$ cat src/rtl/truth_table_scanner.sv
// Sequential stimulus/capture stage for 3-input truth-table implementations:
// walks {A,B,C} through 0..7, samples Y after a settle delay, and grades the result.
module truth_table_scanner #(
  parameter int unsigned SETTLE = 2
) (
  input  logic       clk,
  input  logic       rst_n,
  input  logic       start,
  input  logic [7:0] expected,
  input  logic       y_in,
  output logic       a_out,
  output logic       b_out,
  output logic       c_out,
  output logic       busy,
  output logic       done,
  output logic [7:0] table_out,
  output logic       pass,
  output logic [3:0] fail_cnt,
  output logic [2:0] first_fail
);

  typedef enum logic [1:0] {IDLE, RUN, CHECK} state_t;

  localparam logic [3:0] SETTLE_L = 4'(SETTLE);

  state_t     state_q, state_d;
  logic [2:0] vec_q, vec_d;
  logic [3:0] cnt_q, cnt_d;
  logic [7:0] exp_q, exp_d;
  logic [7:0] table_q, table_d;
  logic       busy_q, busy_d;
  logic       done_q, done_d;
  logic       pass_q, pass_d;
  logic [3:0] fcnt_q, fcnt_d;
  logic [2:0] ff_q, ff_d;

  logic [7:0] diff;
  logic [3:0] fcnt_calc;
  logic [2:0] ff_calc;
  logic       found;

  // Grading logic: popcount of mismatches and lowest mismatching row
  always_comb begin
    diff      = table_q ^ exp_q;
    fcnt_calc = '0;
    ff_calc   = '0;
    found     = 1'b0;
    for (int unsigned i = 0; i < 8; i++) begin
      fcnt_calc = fcnt_calc + {3'b000, diff[i]};
      if (diff[i] && !found) begin
        ff_calc = 3'(i);
        found   = 1'b1;
      end
    end
  end

  always_comb begin
    state_d = state_q;
    vec_d   = vec_q;
    cnt_d   = cnt_q;
    exp_d   = exp_q;
    table_d = table_q;
    busy_d  = busy_q;
    done_d  = 1'b0;
    pass_d  = pass_q;
    fcnt_d  = fcnt_q;
    ff_d    = ff_q;
    unique case (state_q)
      IDLE: begin
        if (start) begin
          exp_d   = expected;
          table_d = '0;
          pass_d  = 1'b0;
          fcnt_d  = '0;
          ff_d    = '0;
          vec_d   = '0;
          cnt_d   = '0;
          busy_d  = 1'b1;
          state_d = RUN;
        end
      end
      RUN: begin
        if (cnt_q == SETTLE_L) begin
          table_d[vec_q] = y_in;
          cnt_d          = '0;
          if (vec_q != 3'd7) vec_d = vec_q + 3'd1;
          else               state_d = CHECK;
        end else begin
          cnt_d = cnt_q + 4'd1;
        end
      end
      CHECK: begin
        done_d  = 1'b1;
        busy_d  = 1'b0;
        pass_d  = (diff == 8'h00);
        fcnt_d  = fcnt_calc;
        ff_d    = ff_calc;
        vec_d   = '0;
        state_d = IDLE;
      end
      default: state_d = IDLE;
    endcase
  end

  always_ff @(posedge clk) begin
    if (!rst_n) begin
      state_q <= IDLE;
      vec_q   <= '0;
      cnt_q   <= '0;
      exp_q   <= '0;
      table_q <= '0;
      busy_q  <= 1'b0;
      done_q  <= 1'b0;
      pass_q  <= 1'b0;
      fcnt_q  <= '0;
      ff_q    <= '0;
    end else begin
      state_q <= state_d;
      vec_q   <= vec_d;
      cnt_q   <= cnt_d;
      exp_q   <= exp_d;
      table_q <= table_d;
      busy_q  <= busy_d;
      done_q  <= done_d;
      pass_q  <= pass_d;
      fcnt_q  <= fcnt_d;
      ff_q    <= ff_d;
    end
  end

  assign a_out      = vec_q[2];
  assign b_out      = vec_q[1];
  assign c_out      = vec_q[0];
  assign busy       = busy_q;
  assign done       = done_q;
  assign table_out  = table_q;
  assign pass       = pass_q;
  assign fail_cnt   = fcnt_q;
  assign first_fail = ff_q;

endmodule
$ cat config.mk
export PLATFORM = sky130hd
export DESIGN_NAME = truth_table_scanner
export DESIGN_NICKNAME = d
export VERILOG_FILES = /design/src/rtl/truth_table_scanner.sv
export SDC_FILE = /design/constraint.sdc
export NUM_CORES = 1
export LEC_CHECK = 0
export BUFFER_PORTS_ARGS = -buffer_cell sky130_fd_sc_hd__buf_4
export CAP_MARGIN = 20
export CORE_ASPECT_RATIO = 1.2
export CORE_MARGIN = 2
export CORE_UTILIZATION = 49
export DETAILED_ROUTE_END_ITERATION = 8
export GPL_ROUTABILITY_DRIVEN = 0
export PLACE_DENSITY_LB_ADDON = 0.15
export SYNTH_ARGS = -nofsm -noshare
export SYNTH_HDL_FRONTEND = slang
export SYNTH_SLANG_ARGS = --single-unit
$ cat constraint.sdc
create_clock -name clk -period 7.84 [get_ports clk]
set_input_delay 0.784 -clock clk [delete_from_list [all_inputs] [get_ports clk]]
set_output_delay 0.784 -clock clk [all_outputs]
set_load 0.02 [all_outputs]
[Word level (Yosys, flattened, before mapping)]
Cells that the tools add are included.
Operators by class
  reductions and logical operators: 26
  eq/ne operators: 8
  mux-type cells: 38
  bitwise operators: 1
  $lt $le $gt $ge: 2
  add/subtract/negate cells: 9
Operator list (count)
  $mux 3: 9
  $add 4x1->4: 4
  $mux 8: 2
  $pmux 4 s2: 2
  $pmux 8 s2: 1
  $mux 1: 12
  $pmux 3 s3: 1
  $bwmux 8: 1
  $logic_and 1x1->1: 8
  $logic_not 8->1: 1
  $mux 4: 2
  $ne 2x2->1 const B: 4
  $xor 8x8->8: 1
  $logic_not 1->1: 7
  $mux 2: 3
  $pmux 3 s2: 1
  $reduce_and 2->1: 3
  $reduce_and 3->1: 2
  $add 3x1->4: 1
  $add 4x1->4 const B: 1
  $eq 4x2->1 const B: 1
  $lt 3x4->1 const B: 1
  $pmux 1 s2: 2
  $pmux 2 s2: 1
  12 further kinds: 13
Word-level totals
  input bits: 12
  logic and storage cells: 94
  bits in registers: 35
  output and inout port bits: 21

[Logic depth before layout (Yosys ltp)]
  depth after elaboration: 24
  depth in mapped cells: 13
  mapped depth without buffers: 13

[Worst setup path after synthesis]
OpenSTA, ideal clock, no wires.
  kind: register -> register
  start: register table_q[0] (netlist: table_out[0])
  end: register fcnt_q[1] (netlist: fail_cnt[1])
  arrival time: 3.244 ns
  data required time: 7.723 ns
  cell stages (with the launch flop): 13
  path slack: 4.479 ns
  path through: dfxtp_1 -> xnor2_1 -> inv_1 -> fa_1 -> fa_1 -> inv_1 -> fa_1 -> inv_1 -> ha_1 -> inv_1 -> fa_1 -> inv_1 -> a22o_1
Between the ends
  word-level cells in the longest chain between the ends: 9
Ends and longest elaborated chain
  start: declaration: line 30  | logic [7:0] table_q, table_d;
  start signal: assignment: line 122  | table_q <= table_d;
  $xor 8x8->8: line 44  | diff = table_q ^ exp_q;
  $add 1x1->2: line 49  | fcnt_calc = fcnt_calc + {3'b000, diff[i]};
  $add 2x1->3: line 49
  $add 3x1->4: line 49
  $add 4x1->4 (4 in a row): line 49
  $pmux 4 s2: line 68  | unique case (state_q)
  end signal: assignment: line 126  | fcnt_q <= fcnt_d;
  end: declaration: line 34  | logic [3:0] fcnt_q, fcnt_d;
No other way between the ends.
A chain may end at the register's enable or synchronous reset.

[Worst setup path in the final report]
  start: register table_q[3] (netlist: table_out[3])
  end: register fcnt_q[2] (netlist: fail_cnt[2])
Between the ends
  word-level cells in the longest chain between the ends: 7
Ends and longest elaborated chain (line)
  $xor 8x8->8: 44
  $add 3x1->4: 49
  $add 4x1->4 (4 in a row): 49
  $pmux 4 s2: 68
No other way between the ends.

==> flow_summary.json <==
{
  "synthTopCellsByArea": "dfxtp_1 (37%), ha_1 (5.9%), nand2_1 (4.9%)",
  "post_drt_wl_per_cell_um": 12.9,
  "hpwl_um": 2890,
  "drc": 0,
  "num_antenna_cells": 0,
  "path_delay_family": "adder cells",
  "cts_sinks": 35,
  "rsz0062_at_grt": "false",
  "die_x_um": 60.8,
  "critPathLaunchType": "flop",
  "status": "finished, final reports clean",
  "cts_tree": "yes",
  "pre_cts_slack_ps": 4440,
  "synthesis.area_mm2": 0.00190,
  "cts_setup_buffers": 0,
  "fin_crit_sh": 0.436,
  "synth_edf_count": 0,
  "synth_top_flop_cell": "dfxtp_1",
  "r2r_setup_slack_ps": 4420,
  "grt_util_met1": 0.252,
  "ys_ff_latch": 35,
  "use_met3": 0.0570,
  "die-height_um": 72.2,
  "ioPinCount": 33,
  "path_class": "flop to flop",
  "nets": 274,
  "synth_area_per_cell_um2": 8.59,
  "root_buffer": "clkbuf_8",
  "synth_top_cell_area_share": 0.369,
  "die_area_mm2": 0.00439,
  "setup_viol": 0,
  "core_mm2": 0.00366,
  "tightest_slew_ps": 699,
  "synth_cell_types": 46,
  "yosysTopAreaCell": "dfxtp_1",
  "setup_tns_ps": 0,
  "synth_cells": 221,
  "overflow": 0,
  "slew_viol_final": 0,
  "wl_um": 3890,
  "rows": 24,
  "worst-path-buf-inv": 4,
  "antenna_found_initial": 0,
  "use_met2": 0.321,
  "clk_latency_ps": 290,
  "cap_violations": 0,
  "hold_class": "flop to flop",
  "power_density_mw_per_mm2": 167,
  "synthArstFlopShare": 0,
  "final_common_cell": "dfxtp_1",
  "clkTransAtPathRegs_ps": 70,
  "crit_path_max_incr_delay_ps": 550,
  "fin_ws_ps": 4420,
  "slowest_stage": "fa_1",
  "power.leakage_nw": 1.01,
  "yosysWarnings": 0,
  "grt_use_total": 0.200,
  "initial_utilization": 0.518,
  "cts_hold_buffers": 0,
  "numPortBuffers": 32,
  "numCtsBuffers": 5,
  "ir_worst_vdd_mv": 0.0966,
  "area_growth_pct": 18.0,
  "hold_ws_ps": 463,
  "vias": 1576,
  "dr.pass1.iters": 4,
  "syn_nets": 246,
  "fmax_ghz": 0.292,
  "cts-resized-gates": 0,
  "critPathRequiredTime_ps": 8060,
  "stdcell_area_mm2": 0.00224,
  "cts.path.max_buffers": 2,
  "htreeDepth": 2,
  "dpl.cell_count": 294,
  "initialDrtViolationCount": 69,
  "layout-drive-gt1-share": 0.173,
  "max-slew-margin-rel": 0.533,
  "instances_no_fill": 301,
  "fin_crit_ps": 3420,
  "endpoint_kind": "flop",
  "cp_max_fo": 4,
  "top_usage_layer": "met2",
  "synth_seq_area_share": 0.369,
  "placed_area_mm2": 0.00215,
  "crit_arrival_ps": 3640,
  "grt_pass1_wl_um": 6620,
  "post_drt_via_cell_ratio": 5.24,
  "grt_pass1_vias": 1457,
  "grt_max_degree": 34,
  "crit_path_cell_trace": "xnor2_1 -> inv_1 -> fa_1 -> fa_1 -> inv_1 -> fa_1 -> inv_1 -> ha_1 -> inv_1 -> fa_1 -> xnor2_1 -> nand2_1 -> a21boi_0",
  "ant_nets": 0,
  "fin_worst_skew_ps": 6.33,
  "finalHoldViolCount": 0,
  "mostFrequentLayoutCells": "dfxtp_1 (35), buf_4 (33), nand2_1 (25), inv_1 (17)"
}
-- path summary, 6_finish.rpt --
check | to | start | cells past startpoint
hold / removal | pass | pass | 1
setup / recovery | fail_cnt[2] | table_out[3] | 13
hold reg to reg | pass | pass | 1
setup reg to reg | fail_cnt[2] | table_out[3] | 13
-- worst reg2reg max path, delay by kind of cell (launching register included) --
kind,cells,cell delay (ps)
flip-flops,1,340
buffers and inverters,4,290
XOR/XNOR,2,470
AO/OA/AOI/OAI,1,160
adder cells (fa/ha/maj),5,2040
AND/OR/NAND/NOR,1,60
-- cell families (layout without fill, tap and decap cells) --
kind of cell / count (synthesis) / after routing / synth area share
and+or+nand+nor: 84 / 84 / 0.224
AOI/OAI and AO/OA: 50 / 50 / 0.198
DFF: 35 / 35 / 0.369
buffers and inverters: 30 / 58 / 0.0665
adders and majority gates: 13 / 13 / 0.101
xor gates and xnor gates: 9 / 9 / 0.0415
-- registers in the layout, summed over array words and instances, names as in the netlist --
name	count
state_q	2
pass	1
cnt_q	4
first_fail	3
table_out	8
busy	1
done	1
vec_q	3
exp_q	8
fail_cnt	4
-- metrics by stage --
stage,util,power [mW]
floorplan,-,0.231
global placement,0.588,0.244
detailed placement,0.588,0.245
CTS,0.612,0.379
global route,0.612,0.393
finish,0.612,0.374
-- layout make-up --
type                            count  area, µm²
Inverter                           18       67.6
Sequential cell                    35        701
Clock buffer                        6       82.6
Tap cell                           52       65.1
Multi-Input combinational cell    156       1070
Fill cell                         337       1420
Clock inverter                      1       5.00
Timing Repair Buffer               33        248
-- cell usage after synthesis (3+ instances only) --
cell type	instances
a21boi_0	10
o21a_1	4
buf_2	4
fa_1	4
o2bb2ai_1	3
a31oi_1	3
dfxtp_1	35
ha_1	9
xnor2_1	7
and3_1	4
nand2b_1	4
inv_1	17
nor3_1	3
nor3b_1	3
nor2_1	15
nand3_1	15
nor2b_1	6
a21oi_1	8
a22oi_1	3
clkbuf_1	6
nand2_1	25
-- power breakdown --
part	switching (mW)	internal [mW]
clock network	0.0642	0.0689
logic	0.0317	0.0227
registers	0.00422	0.182
total	0.100	0.274
-- layer usage --
| metal | wire, µm | vias to the layer above |
|---|---|---|
| li1 | - | 813 |
| met1 | 1760 | 730 |
| met2 | 1930 | 25 |
| met3 | 132 | 8 |
| met4 | 70 | 0 |
| met5 | 0 | - |
Note: power is estimated with default switching activity, not from simulation.
